==> src/rtl/clock_pkg.sv <==
// Shared desk-clock timing constants and the strobe bundle type used by
// refclk_strobe_gen.
package clock_pkg;

  localparam int unsigned REFCLK_HZ   = 32768;
  localparam int unsigned SLOW_SET_HZ = 2;
  localparam int unsigned FAST_SET_HZ = 8;
  localparam int unsigned DEBOUNCE_HZ = 1024;

  // Each divider is the number of refclk rising edges per strobe.
  localparam int unsigned DEF_REFCLK_DIV   = REFCLK_HZ;
  localparam int unsigned DEF_SLOW_SET_DIV = REFCLK_HZ / SLOW_SET_HZ;
  localparam int unsigned DEF_FAST_SET_DIV = REFCLK_HZ / FAST_SET_HZ;
  localparam int unsigned DEF_DEBOUNCE_DIV = REFCLK_HZ / DEBOUNCE_HZ;

  typedef struct packed {
    logic hz1;
    logic slow_set;
    logic fast_set;
    logic debounce;
  } strobe_t;

endpackage

==> src/rtl/refclk_edge_sync.sv <==
// Brings the asynchronous refclk into the clk domain and flags each rising edge.
// Build macro REFCLK_SYNC_3FF_EN selects a three-flop synchronizer (default two).
module refclk_edge_sync (
  input  logic i_clk,
  input  logic i_reset,
  input  logic i_refclk,
  output logic o_refclk_sync,
  output logic o_edge
);

`ifdef REFCLK_SYNC_3FF_EN
  localparam int unsigned STAGES = 3;
`else
  localparam int unsigned STAGES = 2;
`endif

  logic [STAGES-1:0] sync_q;
  logic              hist_q;
  logic              edge_q;
  logic              edge_d;

  assign edge_d = sync_q[STAGES-1] & ~hist_q;

  // The edge flag is registered so the strobe path is sync, edge, output stage.
  always_ff @(posedge i_clk or posedge i_reset) begin
    if (i_reset) begin
      sync_q <= '0;
      hist_q <= 1'b0;
      edge_q <= 1'b0;
    end else begin
      sync_q <= {sync_q[STAGES-2:0], i_refclk};
      hist_q <= sync_q[STAGES-1];
      edge_q <= edge_d;
    end
  end

  assign o_refclk_sync = sync_q[STAGES-1];
  assign o_edge        = edge_q;

endmodule

==> src/rtl/refclk_strobe_gen.sv <==
// Counts synchronized refclk rising edges and decodes nested one-cycle strobes.
// Build macro REFCLK_SYNC_3FF_EN adds a third synchronizer stage (one more cycle of latency).
module refclk_strobe_gen
  import clock_pkg::*;
#(
  parameter int unsigned REFCLK_DIV   = DEF_REFCLK_DIV,
  parameter int unsigned SLOW_SET_DIV = DEF_SLOW_SET_DIV,
  parameter int unsigned FAST_SET_DIV = DEF_FAST_SET_DIV,
  parameter int unsigned DEBOUNCE_DIV = DEF_DEBOUNCE_DIV
) (
  input  logic i_clk,
  input  logic i_reset,
  input  logic i_refclk,
  output logic o_refclk_sync,
  output logic o_1hz_stb,
  output logic o_slow_set_stb,
  output logic o_fast_set_stb,
  output logic o_debounce_stb
);

  localparam int unsigned CNT_W = $clog2(REFCLK_DIV);

  // Low-bit masks: a strobe fires when its low bits are all ones before the increment.
  localparam logic [CNT_W-1:0] HZ1_MASK  = CNT_W'(REFCLK_DIV - 1);
  localparam logic [CNT_W-1:0] SLOW_MASK = CNT_W'(SLOW_SET_DIV - 1);
  localparam logic [CNT_W-1:0] FAST_MASK = CNT_W'(FAST_SET_DIV - 1);
  localparam logic [CNT_W-1:0] DEB_MASK  = CNT_W'(DEBOUNCE_DIV - 1);

  logic             edge_w;
  logic [CNT_W-1:0] cnt_q;
  logic [CNT_W-1:0] cnt_d;
  strobe_t          stb_q;
  strobe_t          stb_d;

  refclk_edge_sync u_edge_sync (
    .i_clk         (i_clk),
    .i_reset       (i_reset),
    .i_refclk      (i_refclk),
    .o_refclk_sync (o_refclk_sync),
    .o_edge        (edge_w)
  );

  always_comb begin
    cnt_d = cnt_q;
    stb_d = '0;
    if (edge_w) begin
      cnt_d          = cnt_q + CNT_W'(1);
      stb_d.hz1      = (cnt_q & HZ1_MASK)  == HZ1_MASK;
      stb_d.slow_set = (cnt_q & SLOW_MASK) == SLOW_MASK;
      stb_d.fast_set = (cnt_q & FAST_MASK) == FAST_MASK;
      stb_d.debounce = (cnt_q & DEB_MASK)  == DEB_MASK;
    end
  end

  always_ff @(posedge i_clk or posedge i_reset) begin
    if (i_reset) begin
      cnt_q <= '0;
      stb_q <= '0;
    end else begin
      cnt_q <= cnt_d;
      stb_q <= stb_d;
    end
  end

  assign o_1hz_stb      = stb_q.hz1;
  assign o_slow_set_stb = stb_q.slow_set;
  assign o_fast_set_stb = stb_q.fast_set;
  assign o_debounce_stb = stb_q.debounce;

endmodule

==> config.mk <==
export PLATFORM = sky130hd
export DESIGN_NAME = refclk_strobe_gen
export DESIGN_NICKNAME = d
export VERILOG_FILES = /design/src/rtl/clock_pkg.sv /design/src/rtl/refclk_edge_sync.sv /design/src/rtl/refclk_strobe_gen.sv
export SDC_FILE = /design/constraint.sdc
export NUM_CORES = 1
export LEC_CHECK = 0
export CORE_UTILIZATION = 48
export CTS_CLUSTER_SIZE = 24
export DETAILED_ROUTE_END_ITERATION = 10
export PLACE_DENSITY_LB_ADDON = 0.25
export SYNTH_ARGS = -nofsm -noshare
export SYNTH_HDL_FRONTEND = slang
export SYNTH_HIERARCHICAL = 1
export SYNTH_SLANG_ARGS = --single-unit
==> constraint.sdc <==
create_clock -name i_clk -period 2.1 [get_ports i_clk]
set_clock_uncertainty 0.2 [all_clocks]
set_input_delay 0.63 -clock i_clk [delete_from_list [all_inputs] [get_ports i_clk]]
set_output_delay 0.63 -clock i_clk [all_outputs]
set_load 0.02 [all_outputs]
==> Implementation_results.wiki, run 1 <==
{| class="wikitable"
! Metric !! Value
|-
| Status || complete, no violations
|-
| Fraction of layout cells with a size suffix above 1 || between 10% and 20%
|-
| Clk root buf || sky130_fd_sc_hd__clkbuf_4
|-
| Dpl hpwl || just over 900 um
|-
| Number of cells on the critical path || 1
|-
| Destination of the worst hold path || u_edge_sync/sync_q[1]
|-
| Maximum VDD drop || 0.382 mV
|-
| Least setup slack across all paths after layout || around 0.25 ns
|-
| Syn Area/Cell || around 13 um2
|-
| Critical path required time || about 1.3 ns
|-
| CTS H-Tree Depth || 1
|-
| Tot GR Track Use || ~16%
|-
| Start of the worst register-to-register path || cnt_q[0]
|-
| Number of input and output port buffers inserted || 7
|-
| Syn. warnings || 6
|-
| CTS clk-pin slew, worst paths || 0.11 ns
|-
| Synth-to-Final Area Change || 14.6%
|-
| Total area of multi-input combinational cells || 353 um2
|-
| WP buf/inv || 1
|-
| Number of global-route vias before repair || between 500 and 600
|-
| Net Count, Synth || between 70 and 80
|-
| PwrDens || roughly 820 nW/um2
|-
| Data arrival, critical path || approximately 1.0 ns
|-
| Cells along the critical path || dlygate4sd2_1
|-
| WL final || roughly 1.3 mm
|-
| CTS tree || yes
|-
| Net switching power || around 250 uW
|-
| Beginning of the worst hold path || u_edge_sync/sync_q[0]
|-
| Reg-to-reg endpoint || cnt_q[4]
|-
| Hold-fix buffer count after cts || 0
|-
| Total DRC errors in the routed layout || 0
|-
| Diode count || 0
|-
| Place WS || approximately 0.32 ns
|-
| Total overflow reported by the global router || 0
|-
| Cell row count || 15
|-
| Max FO, Critical Path || 3
|-
| Final count of hold timing violations || 0
|-
| I/O pin count || 8
|-
| Count of distinct cell types in the synthesized netlist || 20
|-
| TritonCTS Buffers || 3
|-
| Final Net Count || slightly above 90
|-
| DRT iter0 DRCs || 5
|-
| Most common cell after layout, fill and taps aside || sky130_fd_sc_hd__dfrtp_1
|-
| Net switching share of the total power || between 20% and 30%
|-
| Worst setup path class || register to output port
|-
| Width of the die || 46.5 um
|-
| Total iterations of the first detailed-routing run || 2
|-
| Register bit total from synthesis || 23
|-
| Relative slew slack || roughly 78%
|-
| Combined area of all synthesized cells || around 950 um2
|-
| Wire length of the first global-routing pass || between 2 and 2.5 mm
|-
| Tightest hold margin || 0.173 ns
|-
| Master of the slowest instance on the critical path || sky130_fd_sc_hd__dfrtp_1
|-
| Launching element type of the critical path || register
|-
| Fin crit period || around 1.9 ns
|-
| Maximum number of pins on one net before global-route repair || 20
|-
| Total die area || around 2200 um2
|-
| Count of nets left with antenna violations after detail routing || 0
|-
| Core area || approximately 1800 um2
|-
| Share of total power in sequential cells || roughly two thirds
|-
| Register cell area after layout || around 580 um2
|-
| Number of violations of the max-capacitance limit || 0
|-
| Vertical extent of the die || 46.5 um
|-
| Worst Hold Path Cells || 0
|-
| Final TNS setup || 0 ns
|-
| Post-DR vias/cell || ~5.0
|-
| Slowest Stage Delay on Critical Path || ~0.40 ns
|-
| Clk network pwr share || 21.7%
|-
| Flop-to-flop setup slack || about 0.36 ns
|-
| Setup repair after global routing missed its margin || false
|-
| Count of buffers added by post-CTS timing repair for setup || 0
|-
| Effective utilization at floorplan || 53.2%
|-
| Hold Crit Class || register to register
|-
| CTS Sinks || 23
|-
| Final core utilization || ~60%
|-
| Commonest cells after routing, fill and taps aside || 23 x sky130_fd_sc_hd__dfrtp_1, 9 x sky130_fd_sc_hd__xor2_1, 5 x sky130_fd_sc_hd__nand2_1
|-
| Antenna violations before repair || 0
|-
| Power share of the combinational group || 13.1%
|-
| R2r worst-path depth || 4
|-
| Last weighted congestion value of the routability-driven placer || ~0.74
|-
| Internal power consumption || ~640 uW
|-
| Share of the cycle needed by the critical path after routing || 88.2%
|-
| Sequential fraction of the synthesis area || about three fifths
|-
| Total Power || ~890 uW
|-
| Clock insertion delay at the later pin of the skew report || 0.30 ns
|-
| Transition time of the tightest slew-check pin || 0.331 ns
|-
| LEAKAGE || just under 0.6 nW
|-
| Maximum clock rate || around 0.54 GHz
|-
| Number of failing setup endpoints in the final timing report || 0
|-
| Final-report max-slew violation count || 0
|-
| Total vias in the final route || between 500 and 600
|-
| Mapped Cells || 74
|-
| DR WL/cell || 11.7 um
|-
| Endpoint kind of the worst setup timing path || output port
|-
| Dominant delay contributor by cell family on the critical path || flip-flops
|-
| # fillers || 152
|-
| CTS Buffer Depth || 2
|}
[registers in the layout, summed over array words and instances (netlist names)]
signal / flops
cnt_q: 15
u_edge_sync/o_edge: 1
o_slow_set_stb: 1
u_edge_sync/hist_q: 1
o_1hz_stb: 1
o_fast_set_stb: 1
o_debounce_stb: 1
u_edge_sync/sync_q: 2
[routing by layer]
layer / global-route usage (%) / vias to the layer above / wire length (um)
met1: 20.6 / 265 / 631
met2: 22.5 / 9 / 591
met4: 8.82 / 0 / 13
li1: - / 274 / -
met3: 4.71 / 2 / 48
met5: 0 / - / 0
[worst max-delay path by stage]
stage / to / slack [ns] / from
finish: o_refclk_sync / 0.25 / u_edge_sync/sync_q[1]
global route: o_refclk_sync / 0.19 / u_edge_sync/sync_q[1]
CTS: o_fast_set_stb / 0.02 / o_fast_set_stb
detailed placement: o_refclk_sync / 0.32 / u_edge_sync/sync_q[1]
global placement: o_refclk_sync / 0.33 / u_edge_sync/sync_q[1]
floorplan: cnt_q[4] / 0.44 / cnt_q[0]
[synthesized netlist by cell type]
cell type / instances / area share, %
sky130_fd_sc_hd__and2_1: 1 / 0.66
sky130_fd_sc_hd__mux2_2: 2 / 2.4
sky130_fd_sc_hd__inv_1: 4 / 1.6
sky130_fd_sc_hd__buf_2: 1 / 0.53
sky130_fd_sc_hd__and3_2: 2 / 1.6
sky130_fd_sc_hd__nand4_4: 1 / 2.2
sky130_fd_sc_hd__nand4_2: 1 / 1.3
sky130_fd_sc_hd__nand2_1: 5 / 2.0
sky130_fd_sc_hd__xor2_1: 9 / 8.3
sky130_fd_sc_hd__nor4_1: 4 / 2.6
sky130_fd_sc_hd__nor4_2: 1 / 1.3
sky130_fd_sc_hd__nand4_1: 3 / 2.0
sky130_fd_sc_hd__or3_1: 1 / 0.66
sky130_fd_sc_hd__nor3_1: 4 / 2.1
sky130_fd_sc_hd__nor2b_4: 1 / 1.5
sky130_fd_sc_hd__nor2_1: 3 / 1.2
sky130_fd_sc_hd__xnor2_1: 4 / 3.7
sky130_fd_sc_hd__ha_1: 2 / 2.6
sky130_fd_sc_hd__nand3_1: 2 / 1.1
sky130_fd_sc_hd__dfrtp_1: 23 / 61
[cell type report]
class | count | share of cell area [%]
inverters | 4 | 1.38
clock buffers | 4 | 2.42
flip-flops and latches | 23 | 52.9
multi-input cells | 46 | 32.5
repair buffers | 8 | 7.94
well taps | 25 | 2.88
[logic make-up after synthesis]
kind of cell | Yosys count | synth area share, %
muxes | 2 | 2.37
adders and majority gates | 2 | 2.64
and+or+nand+nor | 29 | 20.2
xor gates and xnor gates | 13 | 12.0
DFF | 23 | 60.7
buffers and inverters | 5 | 2.11
[per-stage QoR]
step	instances	area, um2
detailed placement	106	1050
global placement	106	1050
finish	110	1090
global route	110	1090
CTS	110	1080
floorplan	74	948
[timing repair]
action | 4_1_cts | 5_1_grt
resized for setup | 1 | 4
endpoints found under the setup margin | 1 | 4
pin swaps | 0 | 0
[power by group through the flow]
stage          Clock (mW)  Combinational [mW]  Sequential (mW)
3_5_place_dp            0               0.120            0.592
3_3_place_gp            0               0.112            0.589
2_1_floorplan           0              0.0948            0.574
5_1_grt             0.227               0.134            0.594
6_report            0.194               0.117            0.583
4_1_cts             0.205               0.120            0.583
Power figures use the tool's default switching activity.
==> run 2, diff against run 1 <==
CTS_CLUSTER_SIZE = unset   (was 24)
==> results of run 2 <==
Final layout, timing and power as in run 1 (identical DEF).
==> run 3, diff against run 2 <==
PLACE_DENSITY = 0.72   (was unset)
PLACE_DENSITY_LB_ADDON = unset   (was 0.25)
TNS_END_PERCENT = 10   (was unset)
==> run 3 against run 2 <==
Effect of this change:
- hold slack lost 0.0021 ns
- clock-buffer cell count shrank 1
- total power shrank 0.58%
- cell area grew 0.11%
- utilization grew 0.070 points
- setup slack lost 0.030 ns
- flip-flop and latch count is the same
- global-route usage shrank 0.082 points
- combinational power is essentially flat
- register-to-register slack is essentially flat
- routed wire length grew 1.0%
- fmax shrank 1.6%
==> Implementation_results.wiki, run 3 (synthesis results as in run 1) <==
{| class="wikitable"
! Metric !! Value
|-
| Status || complete, no violations
|-
| Last weighted congestion value of the routability-driven placer || 0.747 (+0.32%)
|-
| Data arrival, critical path || 1.05 ns (+0.03 ns)
|-
| Final core utilization || 61.1% (+0.070 points)
|-
| PwrDens || 817 nW/um2 (-0.70%)
|-
| Fin crit period || 1.88 ns (+0.0300 ns)
|-
| Total DRC errors in the routed layout || 0 (unchanged)
|-
| LEAKAGE || 0.598 nW (+0.46%)
|-
| Critical path required time || 1.27 ns (about the same)
|-
| Final count of hold timing violations || 0 (unchanged)
|-
| WP buf/inv || 1 (unchanged)
|-
| Total overflow reported by the global router || 0 (unchanged)
|-
| Number of failing setup endpoints in the final timing report || 0 (unchanged)
|-
| Final-report max-slew violation count || 0 (unchanged)
|-
| Largest registers ranked by flip-flop count || cnt_q: 15 flops, u_edge_sync/sync_q: 2 flops
|-
| Synth-to-Final Area Change || 14.8%
|-
| Final Instance Count excl. Fillers || 110 (unchanged)
|-
| Diode count || 0 (unchanged)
|-
| Total die area || 2160 um2 (unchanged)
|-
| Maximum clock rate || 0.531 GHz (-1.6%)
|-
| Worst setup path class || register to output port
|-
| Most common cell after layout, fill and taps aside || sky130_fd_sc_hd__dfrtp_1
|-
| Cell row count || 15 (unchanged)
|-
| CTS tree || yes
|-
| Final Net Count || 91 (unchanged)
|-
| Share of the cycle needed by the critical path after routing || 89.7% (+1.4 points)
|-
| Largest reg by FF count || cnt_q
|-
| Launching element type of the critical path || register
|-
| Tightest hold margin || 0.171 ns (-0.00206 ns)
|-
| CTS H-Tree Depth || 1 (unchanged)
|-
| DRT iter0 DRCs || 4 (-1)
|-
| Commonest cells after routing, fill and taps aside || 23 x sky130_fd_sc_hd__dfrtp_1, 9 x sky130_fd_sc_hd__xor2_1, 5 x sky130_fd_sc_hd__nand2_1
|-
| Tot GR Track Use || 15.5% (-0.082 points)
|-
| Count of nets left with antenna violations after detail routing || 0 (unchanged)
|-
| Fraction of layout cells with a size suffix above 1 || 15.3% (+1.2 points)
|-
| Dominant delay contributor by cell family on the critical path || flip-flops
|-
| Endpoint kind of the worst setup timing path || output port
|-
| TritonCTS Buffers || 3 (unchanged)
|-
| Relative slew slack || 78.9% (+1.2 points)
|-
| Placed insts || 106 (unchanged)
|-
| Effective utilization at floorplan || 53.2% (unchanged)
|-
| Hold-fix buffer count after cts || 0 (unchanged)
|-
| Number of flip-flops in the largest register || 15 (unchanged)
|-
| Cells along the critical path || dlygate4sd2_1
|-
| Master of the slowest instance on the critical path || sky130_fd_sc_hd__dfrtp_1
|-
| CTS clk-pin slew, worst paths || 0.12 ns (about the same)
|-
| Dpl hpwl || 905 um (-1.4%)
|-
| Wire length of the first global-routing pass || 2.30 mm (+1.8%)
|-
| Vertical extent of the die || 46.5 um (unchanged)
|-
| DR WL/cell || 11.8 um (+1.0%)
|-
| Hold Crit Class || register to register
|-
| Slowest Stage Delay on Critical Path || 0.42 ns (+0.02 ns)
|-
| Width of the die || 46.5 um (unchanged)
|-
| Antenna violations before repair || 0 (unchanged)
|-
| Core area || 1780 um2 (unchanged)
|-
| Number of global-route vias before repair || 545 (+4.0%)
|-
| Number of input and output port buffers inserted || 7 (unchanged)
|-
| Total iterations of the first detailed-routing run || 3 (+1)
|-
| I/O pin count || 8 (unchanged)
|-
| Maximum VDD drop || 0.437 mV (+15%)
|-
| WL final || 1.30 mm (+1.0%)
|-
| Clock insertion delay at the later pin of the skew report || 0.30 ns (about the same)
|-
| Final TNS setup || 0 ns (unchanged)
|-
| CTS Buffer Depth || 2 (unchanged)
|-
| Number of violations of the max-capacitance limit || 0 (unchanged)
|-
| Total vias in the final route || 568 (+3.3%)
|-
| Max FO, Critical Path || 3 (unchanged)
|-
| Clk root buf || sky130_fd_sc_hd__clkbuf_4
|-
| Setup repair after global routing missed its margin || false
|-
| CTS Sinks || 23 (unchanged)
|-
| Maximum number of pins on one net before global-route repair || 20 (unchanged)
|-
| Post-DR vias/cell || 5.16 (+3.3%)
|-
| Transition time of the tightest slew-check pin || 0.313 ns (-0.0181 ns)
|}
==> run 3: cell count changes in the layout (fill, tap and decap cells not counted) <==
cell,before,now
sky130_fd_sc_hd__clkinv_2,0,1
sky130_fd_sc_hd__clkbuf_1,1,0
==> run 3: layout make-up <==
type                            count  area (um2)
Multi-Input combinational cell     46         353
Clock buffer                        3        22.5
Tap cell                           25        31.3
Inverter                            4        15.0
Clock inverter                      1        5.00
Fill cell                         153         694
Sequential cell                    23         576
Timing Repair Buffer                8        86.3
==> run 3: power breakdown <==
| part | internal, mW | switching [mW] |
|---|---|---|
| logic | 0.0662 | 0.0476 |
| registers | 0.500 | 0.0796 |
| clock network | 0.0708 | 0.124 |
==> run 3: final timing paths <==
| path | to | depth (start not counted) | from | slack (ns) |
|---|---|---|---|---|
| worst max-delay path | o_refclk_sync | 1 | u_edge_sync/sync_q[1] | 0.22 |
| worst min-delay path | u_edge_sync/sync_q[1] | 0 | u_edge_sync/sync_q[0] | 0.17 |
| worst max register to register | cnt_q[4] | 4 | cnt_q[0] | 0.37 |
| worst min register to register | u_edge_sync/sync_q[1] | 0 | u_edge_sync/sync_q[0] | 0.17 |
| max in group asynchronous | o_1hz_stb | 3 | i_reset | 1.04 |
| min in group asynchronous | u_edge_sync/hist_q | 2 | i_reset | 0.32 |
==> run 3: per-layer routing <==
metal,global-route usage [%],part of all wire [%]
met5,0,0
met4,7.06,1.1
met2,23.9,48
met3,3.53,2.7
met1,20.6,48
==> run 3: metrics by stage <==
| step | area, um2 | power (mW) | worst slack, ns |
|---|---|---|---|
| after floorplan | 948 | 0.669 | 0.444 |
| after global placement | 1050 | 0.700 | 0.326 |
| after detailed placement | 1050 | 0.706 | 0.308 |
| after CTS | 1080 | 0.900 | 0.00568 |
| after global routing | 1090 | 0.950 | 0.150 |
| final | 1090 | 0.889 | 0.217 |
==> run 3: what timing repair did <==
| action | 4_1_cts | 5_1_grt |
|---|---|---|
| gates resized for setup | 1 | 4 |
| cloned | 0 | 0 |
| setup endpoints to repair | 1 | 4 |
| setup buffers | 0 | 0 |
